`src/rtl/cmd_pack.sv`:
```
// Layer descriptor to 7-word packed command encoder feeding the command FIFO.
// Define CMD_PACK_CHECK_EN to reject descriptors with illegal fields.
module cmd_pack #(
   parameter int PARA     = 16,
   parameter int MAX_CMDS = 18
) (
   input  logic        clk,
   input  logic        rst_n,
   input  logic        clear,
   input  logic        desc_valid,
   output logic        desc_ready,
   input  logic [2:0]  op_type,
   input  logic        padding,
   input  logic [3:0]  stride,
   input  logic [15:0] op_num_center,
   input  logic [15:0] op_num_corner,
   input  logic [15:0] op_num_side,
   input  logic [15:0] i_channel_size,
   input  logic [15:0] o_channel_size,
   input  logic [7:0]  i_side_size,
   input  logic [7:0]  o_side_size,
   input  logic [15:0] o_surf_size,
   input  logic [31:0] weight_start_addr,
   input  logic [31:0] data_start_addr,
   input  logic [31:0] result_addr,
   input  logic        cmd_fifo_full,
   output logic        cmd_fifo_wr_en,
   output logic [31:0] cmd_fifo_din,
   output logic [6:0]  cmd_size,
   output logic        busy,
   output logic        err_illegal,
   output logic        err_overflow
);

   typedef enum logic {IDLE, EMIT} state_t;

   state_t      state, next_state;
   logic [2:0]  word_idx;
   logic [31:0] w0, w1, w2, w3, w4, w5, w6;

   logic accept, ovf_hit, illegal, go, last;

   assign accept  = (state == IDLE) && desc_valid && !clear;
   assign ovf_hit = (cmd_size == 7'(MAX_CMDS));

`ifdef CMD_PACK_CHECK_EN
   always_comb begin
      illegal = 1'b0;
      if (op_type == 3'd0 || op_type > 3'd5)
         illegal = 1'b1;
      if (o_channel_size == 16'd0)
         illegal = 1'b1;
      if ((o_channel_size % 16'(PARA)) != 16'd0)
         illegal = 1'b1;
      if (o_surf_size == 16'd0)
         illegal = 1'b1;
   end
`else
   assign illegal = 1'b0;
`endif

   assign go   = accept && !ovf_hit && !illegal;
   assign last = cmd_fifo_wr_en && (word_idx == 3'd6);

   always_comb begin
      next_state     = state;
      desc_ready     = 1'b0;
      busy           = 1'b0;
      cmd_fifo_wr_en = 1'b0;
      cmd_fifo_din   = 32'd0;
      unique case (state)
         IDLE: begin
            desc_ready = !clear;
            if (go)
               next_state = EMIT;
         end
         EMIT: begin
            busy           = 1'b1;
            cmd_fifo_wr_en = !cmd_fifo_full && !clear;
            case (word_idx)
               3'd0:    cmd_fifo_din = w0;
               3'd1:    cmd_fifo_din = w1;
               3'd2:    cmd_fifo_din = w2;
               3'd3:    cmd_fifo_din = w3;
               3'd4:    cmd_fifo_din = w4;
               3'd5:    cmd_fifo_din = w5;
               3'd6:    cmd_fifo_din = w6;
               default: cmd_fifo_din = 32'd0;
            endcase
            if (last)
               next_state = IDLE;
         end
         default: next_state = IDLE;
      endcase
   end

   always_ff @(posedge clk or negedge rst_n) begin
      if (!rst_n) begin
         state        <= IDLE;
         word_idx     <= 3'd0;
         cmd_size     <= 7'd0;
         err_illegal  <= 1'b0;
         err_overflow <= 1'b0;
      end else if (clear) begin
         state        <= IDLE;
         word_idx     <= 3'd0;
         cmd_size     <= 7'd0;
         err_illegal  <= 1'b0;
         err_overflow <= 1'b0;
      end else begin
         state <= next_state;
         if (accept && ovf_hit)
            err_overflow <= 1'b1;
         else if (accept && illegal)
            err_illegal <= 1'b1;
         if (go)
            word_idx <= 3'd0;
         else if (last) begin
            word_idx <= 3'd0;
            cmd_size <= cmd_size + 7'd1;
         end else if (cmd_fifo_wr_en)
            word_idx <= word_idx + 3'd1;
      end
   end

   // Shadow copy already in packed word form; inputs may change after accept.
   always_ff @(posedge clk or negedge rst_n) begin
      if (!rst_n) begin
         w0 <= 32'd0;
         w1 <= 32'd0;
         w2 <= 32'd0;
         w3 <= 32'd0;
         w4 <= 32'd0;
         w5 <= 32'd0;
         w6 <= 32'd0;
      end else if (accept) begin
         w0 <= {op_num_center, 4'b0, stride, 3'b0, padding, 1'b0, op_type};
         w1 <= {op_num_side, op_num_corner};
         w2 <= {o_channel_size, i_channel_size};
         w3 <= {o_surf_size, o_side_size, i_side_size};
         w4 <= weight_start_addr;
         w5 <= data_start_addr;
         w6 <= result_addr;
      end
   end

endmodule

```
`config.mk`:
```
export PLATFORM = sky130hd
export DESIGN_NAME = cmd_pack
export DESIGN_NICKNAME = d
export VERILOG_FILES = /design/src/rtl/cmd_pack.sv
export SDC_FILE = /design/constraint.sdc
export NUM_CORES = 1
export LEC_CHECK = 0
export CORE_ASPECT_RATIO = 0.6
export CORE_UTILIZATION = 52
export CTS_BUF_LIST = sky130_fd_sc_hd__clkbuf_8
export DETAILED_ROUTE_END_ITERATION = 7
export PLACE_DENSITY = 0.8
export SYNTH_ARGS = -nofsm -noshare
export SYNTH_HDL_FRONTEND = slang
export SYNTH_SLANG_ARGS = --single-unit
```
`constraint.sdc`:
```
create_clock -name clk -period 5.1 [get_ports clk]
set_clock_uncertainty 0.1 [all_clocks]
set_input_delay 1.02 -clock clk [delete_from_list [all_inputs] [get_ports clk]]
set_output_delay 1.02 -clock clk [all_outputs]
set_load 0.01 [all_outputs]
```
[Word-level counts from Yosys, hierarchy flattened]
Index checks and enable logic that the tools add are counted.
Widths: inputs -> output; s select.
Storage, ports and cells
  word-level logic and storage cells: 54
  flip-flop bits (word level): 228
  output and inout bits: 44
  bits of input ports: 221
Cells by class
  $add $sub $neg: 2
  equal/unequal tests: 8
  multiplexer cells: 18
  reduce and logical (&&, ||, !) cells: 14
  bitwise logic cells: 1
Operators by type and width (number)
  $pmux 32 s7: 1
  $mux 32: 1
  $mux 7: 3
  $mux 3: 4
  $eq 3x3->1 const B: 3
  $mux 1: 8
  $add 7x1->7 const B: 1
  $eq 7x5->1 const B: 1
  $eq 3x2->1 const B: 2
  $logic_and 1x1->1: 6
  $reduce_bool 2->1: 2
  $reduce_bool 4->1: 1
  $add 3x1->3 const B: 1
  $eq 3x1->1 const B: 1
  $logic_not 1->1: 3
  $logic_not 3->1: 1
  $ne 2x2->1 const B: 1
  $pmux 1 s2: 1
  $reduce_and 2->1: 1
  $not 1->1: 1

[Logic depth before layout (Yosys ltp)]
Gate-level depths: netlist of run 1.
  word-level depth: 7
  gate-level depth with buffers: 8
  gate-level depth less buffers: 5

[Least setup slack after synthesis of run 1]
OpenSTA, ideal clock, no wires.
  path kind: register to output
  from: register word_idx[2]
  to: output cmd_fifo_din[30]
  stages on the path, launching flop included: 9
  path slack: 1.875 ns
  data arrival time: 2.105 ns
  required time: 3.980 ns
  path buffers: 4
  path through: dfrtp_1 -> buf_2 -> buf_2 -> clkinv_1 -> ha_1 -> clkbuf_1 -> o41ai_2 -> clkbuf_1 -> a31oi_1
Between the ends
  cells in the longest elaborated chain, start to end: 3
  elaborated cells between the ends (all ways): 9
  those cells by class: eq/ne (6); mux (2); reduce/logical (1)
RTL lines
  start, declared: line 38  | logic [2:0] word_idx;
  start signal, assigned: line 122  | word_idx <= word_idx + 3'd1;
  $eq 3x3->1 (tied with other cells): line 80  | case (word_idx)
  $pmux 32 s7 *: line 80
  $mux 32 *: line 71  | unique case (state)
  end, declared: line 28  | output logic [31:0] cmd_fifo_din,
Every way passes the cells marked *; elsewhere a longest branch is shown, timed or not.

[Final worst setup path of run 1]
  from: register word_idx[2]
  to: output cmd_fifo_din[25]
Same word-level chain as after synthesis.

==> results of run 1 <==
## worst max-delay path: cells and delay by family, from the launching register on
family / cells / cell delay (ns)
compound gates: 2 / 0.37
buf+inv: 3 / 1.42
flops: 1 / 0.36
simple gates: 1 / 0.55
## Yosys cell counts, drive strengths merged
| cell | count | area, µm² |
|---|---|---|
| o21ai | 9 | 45.0 |
| a32oi | 3 | 26.3 |
| a31o | 8 | 70.1 |
| a21oi | 42 | 210 |
| a222oi | 16 | 160 |
| a22oi | 36 | 270 |
| a221o | 5 | 50.1 |
| nor2 | 3 | 11.3 |
| a221oi | 8 | 70.1 |
| a31oi | 3 | 18.8 |
| clkbuf | 26 | 97.6 |
| conb | 1 | 3.75 |
| dfrtp | 228 | 5710 |
| o31ai | 2 | 15.0 |
| inv | 5 | 18.8 |
| or4 | 2 | 15.0 |
| and2 | 2 | 12.5 |
| ha | 7 | 87.6 |
| a21boi | 3 | 22.5 |
| a211oi | 1 | 7.51 |
| buf | 34 | 195 |
| nor4b | 1 | 8.76 |
| o21a | 1 | 7.51 |
| nand2 | 23 | 86.3 |
| o41ai | 1 | 16.3 |
| nor2b | 6 | 37.5 |
| mux2i | 3 | 30.0 |
| clkinv | 1 | 3.75 |
| mux2 | 231 | 2600 |
| nor3b | 1 | 7.51 |
| or3 | 3 | 18.8 |
| a22o | 24 | 210 |
| and4b | 1 | 10.0 |
| nand3 | 4 | 20.0 |
| nor3 | 3 | 15.0 |
| nand4b | 1 | 8.76 |
## metrics by stage
stage          util, %  area, µm²  std cells  total power [W]
2_1_floorplan        -      10200        748          0.00275
5_1_grt           72.0      13800       1293          0.00491
3_5_place_dp      68.2      13000       1230          0.00315
4_1_cts           72.0      13800       1293          0.00472
3_3_place_gp      68.2      13000       1230          0.00312
6_report          72.0      13800       1294          0.00468
## cell families (layout without fill, tap and decap cells)
group / count (synthesis) / in the layout
AO/OA/AOI/OAI: 162 / 162
other: 1 / 2
buffers and inverters: 66 / 345
multiplexers: 234 / 234
flip-flops: 228 / 228
AND/OR/NAND/NOR: 50 / 50
adder cells (fa/ha/maj): 7 / 7
## flip-flops by register name, indices dropped and copies added (netlist names)
name,count
cmd_size,7
w2,32
w0,24
w3,32
w6,32
w1,32
err_overflow,1
word_idx,3
state,1
w5,32
w4,32
## routing by layer
layer	part of all wire, %	vias up	global-route usage [%]
li1	-	3317	-
met1	46	3711	39.9
met2	44	279	41.3
met3	9.7	34	7.75
met4	1.0	2	5.99
met5	0.048	-	0
## path summary, 6_finish.rpt
kind / to / slack [ns]
min in group asynchronous: cmd_size[3] / 0.49
max in group asynchronous: w2[16] / 3.45
min: w4[1] / 0.39
min reg2reg: w4[1] / 0.39
max reg2reg: cmd_size[5] / 2.39
max: cmd_fifo_din[25] / 0.75
## cell type report
cell class,instances,area [µm²],share of cell area [%]
clock inverters,14,55.1,0.400
diodes,1,2.50,0.0182
repair buffers,276,2770,20.1
flip-flops and latches,228,5710,41.4
multi-input cells,454,4210,30.5
inverters,6,22.5,0.164
clock buffers,49,674,4.90
well taps,266,333,2.42
## power breakdown
group | internal, W | leakage [nW] | switching (W) | total [W]
combinational | 0.000512 | 2.43 | 0.000291 | 0.000803
sequential | 0.00214 | 2.71 | 0.000181 | 0.00232
clock | 0.000851 | 0.424 | 0.000709 | 0.00156
==> results.sh, run 1 <==
export IMPL_postLayoutSetupSlackWorst_ns=0.754
export IMPL_crit_slowest_cell="clkdlybuf4s50_1"
export IMPL_ir_worst_vdd_mv=0.239
export IMPL_grt_first_pass_wirelength_um=42900
export IMPL_row_count=39
export IMPL_slew_headroom_pct=36.8
export IMPL_ff2ff_path_depth=6
export IMPL_synthAdderAreaFrac_pct=0.859
export IMPL_area_growth_syn_to_layout_pct=35.1
export IMPL_antenna_found_initial=3
export IMPL_vias=7343
export IMPL_viasPerCell=5.67
export IMPL_worstMarginPinSlew_ns=0.948
export IMPL_ys_ff_latch=228
export IMPL_startpoint_type="flop"
export IMPL_fin_tns_setup_ns=0
export IMPL_cts_root_buf="clkbuf_8"
export IMPL_wl_per_cell_um=20.9
export IMPL_start_util_pct=53.3
export IMPL_ctsResizeCount=0
export IMPL_place_gp_congestion=0.789
export IMPL_die_w_um=183
export IMPL_min_period_ns=4.35
export IMPL_core_um2=19100
export IMPL_synth_xor_area_share_pct=0
export IMPL_grt_overflow=0
export IMPL_p_leak_nw=5.56
export IMPL_muxShareOfSynthArea_pct=25.8
export IMPL_endpoint_kind="primary output"
export IMPL_hold_depth=1
export IMPL_setup_viol=0
export IMPL_port_buffers=263
export IMPL_status="completed"
export IMPL_syn_area_um2=10200
export IMPL_hold_slack_ns=0.389
export IMPL_dieArea_um2=20200
export IMPL_finalHoldViolations=0
export IMPL_worstPathArrival_ns=3.23
export IMPL_cts_tree="yes"
export IMPL_fin_crit_sh_pct=85.2
export IMPL_clkLatencyLatePin_ns=0.50
export IMPL_final_common_cell="clkdlybuf4s50_1"
export IMPL_min_from="w4[1]"
export IMPL_cts_buffers=35
export IMPL_dr_pass1_iters=6
export IMPL_max_freq_mhz=230
export IMPL_fin_nets=1229
export IMPL_postCtsSetupBuffers=0
export IMPL_drive_gt1_share_pct=19.3
export IMPL_synth_top_family_by_area="multiplexers"
export IMPL_worstPathCellList="buf_4 > buf_4 > and2_1 > a222oi_1 > a21oi_1 > clkdlybuf4s50_1"
export IMPL_dpl_worst_slack_ns=1.30
export IMPL_cts_sinks=228
export IMPL_slowest_delay_ns=0.56
export IMPL_yosysWarnings=0
export IMPL_required_ns=3.98
export IMPL_drt_wl_total_um=27100
export IMPL_io_pin_count=265
export IMPL_grt_pass1_vias=7684
export IMPL_cp_max_fo=45
export IMPL_dr_first_iter_drc_count=589
export IMPL_synthCells=748
export IMPL_postCtsHoldBufs=0
export IMPL_die_y_um=110
export IMPL_r2r_start="word_idx[0]"
export IMPL_synth_simple_gate_area_share_pct=2.47
export IMPL_grtUsageTotal_pct=27.6
export IMPL_drc=0
export IMPL_cpMostUsedCell="buf_4"
export IMPL_hpwlAfterDp_um=18200
export IMPL_nFillCells=1371
export IMPL_p_per_area_nw_per_um2=340
export IMPL_clk_pin_slew_ns=0.06
export IMPL_avgSynthCellArea_um2=13.6
export IMPL_ys_types=41
export IMPL_cp_startpoint="word_idx[2]"
export IMPL_antenna_left=0
export IMPL_drv_slew=0
export IMPL_drv_cap=0
export IMPL_ctsHtreeMaxLevel=2
export IMPL_final_cell_mix="262 x clkdlybuf4s50_1, 227 x dfrtp_1, 124 x mux2_2"
export IMPL_hold_path_class="reg2reg"
export IMPL_rsz0062_at_grt="no"
export IMPL_worstSetupPathType="reg2out"
export IMPL_synth_compound_area_share_pct=11.8
export IMPL_seq_area_frac_synth_pct=56.0
export IMPL_syn_nets=976
export IMPL_grt_max_degree=124
export IMPL_clockBufferDepth=3
Power figures use the tool's default switching activity.
==> run 2: changes to the inputs <==
Settings changed: CELL_PAD_IN_SITES_DETAIL_PLACEMENT set to 1, CELL_PAD_IN_SITES_GLOBAL_PLACEMENT set to 2, CORE_UTILIZATION 52 to 36, PLACE_DENSITY 0.8 to 0.83.
Clock period 5.1 ns to 5.5 ns, I/O delays scaled along.
==> run 2 against run 1 <==
Effect of this change:
- clock power decreased by 9%
- critical path depth stayed put
- core utilization is 22 points lower
- critical endpoint is now cmd_fifo_din[26]
- sequential share of layout area is 0.18 points lower
- final cell count increased by 7.7%
- register-to-register slack better by 0.32 ns
- wire length grew 20%
- clock-buffer cell count down 4
- first-iteration DRC count decreased by 12%
- cell area grew 0.49%
- highest routed layer unchanged
==> results.sh, run 2 (same netlist as run 1, synthesis figures left out) <==
export IMPL_status="completed"
export IMPL_worstMarginPinSlew_ns=1.08
export IMPL_fin_tns_setup_ns=0
export IMPL_cts_sinks=228
export IMPL_drive_gt1_share_pct=19.1
export IMPL_wl_per_cell_um=23.4
export IMPL_antenna_left=0
export IMPL_final_common_cell="clkdlybuf4s50_1"
export IMPL_grt_max_degree=131
export IMPL_drv_slew=0
export IMPL_postCtsHoldBufs=0
export IMPL_hpwlAfterDp_um=21900
export IMPL_postCtsSetupBuffers=0
export IMPL_ff2ff_path_depth=6
export IMPL_r2r_start="word_idx[0]"
export IMPL_fin_nets=1231
export IMPL_dpl_worst_slack_ns=1.31
export IMPL_clk_pin_slew_ns=0.06
export IMPL_drt_wl_total_um=32600
export IMPL_viasPerCell=5.35
export IMPL_die_w_um=219
export IMPL_r2r_end="cmd_size[6]"
export IMPL_die_y_um=132
export IMPL_area_growth_syn_to_layout_pct=35.8
export IMPL_crit_slowest_cell="dfrtp_4"
export IMPL_drv_cap=0
export IMPL_min_period_ns=4.72
export IMPL_antenna_found_initial=4
export IMPL_hold_path_class="reg2reg"
export IMPL_hold_depth=1
export IMPL_grt_overflow=0
export IMPL_dr_first_iter_drc_count=516
export IMPL_row_count=47
export IMPL_startpoint_type="flop"
export IMPL_setup_viol=0
export IMPL_fin_crit_sh_pct=85.9
export IMPL_rrSetupSlack_ns=2.71
export IMPL_worstPathArrival_ns=3.52
export IMPL_endpoint_kind="primary output"
export IMPL_vias=7452
export IMPL_required_ns=4.30
export IMPL_finalHoldViolations=0
export IMPL_ctsHtreeMaxLevel=2
export IMPL_max_freq_mhz=212
export IMPL_io_pin_count=265
export IMPL_clockBufferDepth=3
export IMPL_grtUsageTotal_pct=22.8
export IMPL_final_cell_mix="262 x clkdlybuf4s50_1, 227 x dfrtp_1, 124 x mux2_2"
export IMPL_place_gp_congestion=0.793
export IMPL_start_util_pct=36.8
export IMPL_slew_headroom_pct=28.2
export IMPL_worstSetupPathType="reg2out"
export IMPL_grt_pass1_vias=8081
export IMPL_clkLatencyLatePin_ns=0.53
export IMPL_cts_buffers=37
export IMPL_grt_first_pass_wirelength_um=49700
export IMPL_dieArea_um2=29000
export IMPL_rsz0062_at_grt="no"
export IMPL_cp_max_fo=37
export IMPL_dr_pass1_iters=5
export IMPL_p_per_area_nw_per_um2=314
export IMPL_drc=0
export IMPL_min_from="w5[21]"
export IMPL_cts_tree="yes"
export IMPL_postLayoutSetupSlackWorst_ns=0.777
export IMPL_slowest_delay_ns=0.72
export IMPL_core_um2=27700
export IMPL_ctsResizeCount=0
export IMPL_cts_root_buf="clkbuf_8"
export IMPL_worstPathCellList="clkinv_1 > ha_2 > buf_4 > a222oi_1 > a21oi_1 > clkdlybuf4s50_1"
export IMPL_hold_path_end="w5[21]"
export IMPL_ir_worst_vdd_mv=0.165
export IMPL_p_leak_nw=5.53
export IMPL_port_buffers=263
## run 2: worst max-delay path by stage
stage                     start          endpoint  slack (ns)  depth (start not counted)
floorplan           word_idx[2]  cmd_fifo_din[30]        2.20                          8
global placement    word_idx[0]  cmd_fifo_din[14]        1.44                          6
detailed placement  word_idx[2]  cmd_fifo_din[26]        1.31                          6
CTS                 word_idx[2]  cmd_fifo_din[26]        0.70                          6
global route        word_idx[2]  cmd_fifo_din[26]        0.58                          6
finish              word_idx[2]  cmd_fifo_din[26]        0.78                          6
## run 2: worst max-delay path: cells and delay by family, from the launching register on
kind | cells | cell delay, ns
buffers and inverters | 3 | 1.31
DFF | 1 | 0.72
AOI/OAI and AO/OA | 2 | 0.56
adders and majority gates | 1 | 0.38
## run 2: power by group
group          leakage (nW)  internal, W  switching [W]
Sequential             2.71      0.00198       0.000169
Combinational          2.43     0.000476       0.000296
Clock                 0.394     0.000732       0.000686
Total                  5.53      0.00319        0.00115
## run 2: final cells by class
cell class	instances	area (µm²)
diodes	3	7.51
clock buffers	45	619
clock inverters	14	56.3
fillers	2818	13900
inverters	6	22.5
multi-input cells	454	4210
flip-flops and latches	228	5710
well taps	367	459
repair buffers	276	2760
## run 2: metrics by stage
step	cell area (µm²)	utilization [%]	hold WS, ns	power [W]	cells
finish	13800	50.0	0.386	0.00434	1393
global route	13800	49.9	0.404	0.00457	1390
CTS	13800	49.9	0.392	0.00441	1390
detailed placement	13200	47.5	0.373	0.00296	1331
global placement	13200	47.5	0.365	0.00292	1331
floorplan	10200	-	0.352	0.00255	748
## run 2: routing by layer
| metal | share of wire (%) | GRT usage, % | vias to the layer above |
|---|---|---|---|
| li1 | - | - | 3316 |
| met1 | 49 | 34.2 | 3858 |
| met2 | 42 | 32.3 | 233 |
| met3 | 7.0 | 6.23 | 43 |
| met4 | 1.6 | 5.48 | 2 |
| met5 | 0.040 | 0 | - |
==> run 3: changes to the inputs <==
Settings changed: GPL_TIMING_DRIVEN set to 0.
==> run 3 against run 2 <==
Effect of this change:
- final cell count grew 3.8%
- flip-flop and latch count is the same
- sequential power is essentially flat
- highest routed layer unchanged
- cell area grew 1.9%
- wire length grew 21%
- worst hold slack gained 0.00084 ns
- critical path depth grew 3
- non-clock buffer count grew 48
==> results.sh, run 3 (same netlist as run 1, synthesis figures left out) <==
export IMPL_status="completed"
export IMPL_setup_viol=0
export IMPL_worstSetupPathType="reg2out"
export IMPL_postCtsSetupBuffers=0
export IMPL_dieArea_um2=29000
export IMPL_grt_max_degree=116
export IMPL_grt_first_pass_wirelength_um=57500
export IMPL_max_freq_mhz=190
export IMPL_placedInstanceArea_um2=13300
export IMPL_final_common_cell="clkdlybuf4s50_1"
export IMPL_postLayoutSetupSlackWorst_ns=0.233
export IMPL_cts_buffers=38
export IMPL_worstMarginPinSlew_ns=1.19
export IMPL_grt_pass1_vias=8750
export IMPL_worstPathArrival_ns=4.07
export IMPL_final_cell_area_um2=14100
export IMPL_hpwlAfterDp_um=27400
export IMPL_cts_sinks=228
export IMPL_finalHoldViolations=0
export IMPL_p_clk_share_pct=34.1
export IMPL_grt_overflow=0
export IMPL_viasPerCell=5.54
export IMPL_row_count=47
export IMPL_required_ns=4.30
export IMPL_p_int_w=0.00329
export IMPL_slew_headroom_pct=20.4
export IMPL_antenna_left=0
export IMPL_nFillCells=2841
export IMPL_port_buffers=263
export IMPL_ir_worst_vdd_mv=0.151
export IMPL_dr_first_iter_drc_count=685
export IMPL_clkLatencyLatePin_ns=0.55
export IMPL_hold_path_class="reg2reg"
export IMPL_grtUsageTotal_pct=27.5
export IMPL_ctsHtreeMaxLevel=2
export IMPL_postCtsHoldBufs=0
export IMPL_cts_tree="yes"
export IMPL_drv_slew=0
export IMPL_clk_pin_slew_ns=0.07
export IMPL_wl_per_cell_um=27.2
export IMPL_die_w_um=219
export IMPL_drive_gt1_share_pct=20.0
export IMPL_cts_root_buf="clkbuf_8"
export IMPL_final_cell_mix="262 x clkdlybuf4s50_1, 228 x dfrtp_1, 124 x mux2_2"
export IMPL_p_switching_w=0.00121
export IMPL_area_growth_syn_to_layout_pct=38.3
export IMPL_endpoint_kind="primary output"
export IMPL_p_per_area_nw_per_um2=319
export IMPL_antenna_found_initial=5
export IMPL_seq_power_share_pct=47.9
export IMPL_place_inst=1379
export IMPL_combPwrFrac_pct=18.0
export IMPL_total_power_w=0.00450
export IMPL_startpoint_type="flop"
export IMPL_fin_crit_sh_pct=95.8
export IMPL_core_um2=27700
export IMPL_clockBufferDepth=3
export IMPL_rsz0062_at_grt="no"
export IMPL_min_period_ns=5.27
export IMPL_die_y_um=132
export IMPL_dpl_worst_slack_ns=-0.0120
export IMPL_fin_nets=1280
export IMPL_io_pin_count=265
export IMPL_finalNonFillerCells=1446
export IMPL_start_util_pct=36.8
export IMPL_cp_max_fo=10
export IMPL_multiInputGateArea_um2=4190
export IMPL_drc=0
export IMPL_dr_pass1_iters=7
export IMPL_p_leak_nw=5.73
export IMPL_vias=8010
export IMPL_drv_cap=0
export IMPL_regArea_um2=5710
export IMPL_fin_tns_setup_ns=0
export IMPL_drt_wl_total_um=39300
export IMPL_p_sw_share_pct=26.9
export IMPL_place_gp_congestion=0.797
[run 3: changes by cell type in the layout (fill, tap and decap cells not counted), moves of 3 or more]
cell      change
clkbuf_1     +23
buf_2        +21
clkbuf_8      +6
ha_1          +4
ha_2          -4
clkbuf_2      +3
[run 3: final timing paths]
path	from	end	slack (ns)	depth (start not counted)
max reg2reg	word_idx[0]	word_idx[1]	2.71	7
min reg2reg	w4[17]	w4[17]	0.39	1
min	w4[17]	w4[17]	0.39	1
max in group asynchronous	rst_n	w5[8]	3.63	2
max	word_idx[2]	cmd_fifo_din[30]	0.23	9
min in group asynchronous	rst_n	cmd_size[2]	0.52	1
[run 3: worst max-delay path, cell delays in order, from the launching register on]
cell	delay (ns)
dfrtp_1	0.31
buf_2	0.24
buf_2	0.35
clkinv_2	0.31
ha_1	0.29
clkbuf_1	0.21
o41ai_4	0.66
clkbuf_2	0.45
a31oi_1	0.16
clkdlybuf4s50_1	0.52
[run 3: cell type report]
class / instances / area share, %
flip-flops and latches: 228 / 40.5
well taps: 367 / 3.26
multi-input cells: 454 / 29.7
diodes: 2 / 0.0355
repair buffers: 264 / 18.9
clock buffers: 51 / 4.98
plain buffers: 60 / 2.10
clock inverters: 14 / 0.382
inverters: 6 / 0.169
[run 3: metal layers]
layer | global-route usage, % | vias to the layer above | part of all wire, %
li1 | - | 3429 | -
met1 | 40.0 | 4228 | 47
met2 | 41.3 | 317 | 44
met3 | 7.04 | 32 | 7.8
met4 | 5.02 | 4 | 0.98
met5 | 0 | - | 0.059
[run 3: power groups by stage]
stage	Sequential, W	Clock, W	Combinational, W
final	0.00215	0.00153	0.000807
after global routing	0.00219	0.00164	0.000870
after CTS	0.00215	0.00156	0.000815
after detailed placement	0.00218	0	0.000807
after global placement	0.00216	0	0.000782
after floorplan	0.00212	0	0.000437
[run 3: repair_timing]
item / in CTS / in global routing
endpoints found under the setup margin: 30 / 0
hold endpoints to repair: 0 / 0
resized for setup: 5 / 0
[run 3: metrics by stage]
stage | hold WS [ns] | utilization, %
after global routing | 0.401 | 50.9
after detailed placement | 0.370 | 48.1
after global placement | 0.362 | 48.0
after CTS | 0.388 | 50.9
after floorplan | 0.352 | -
final | 0.387 | 50.9
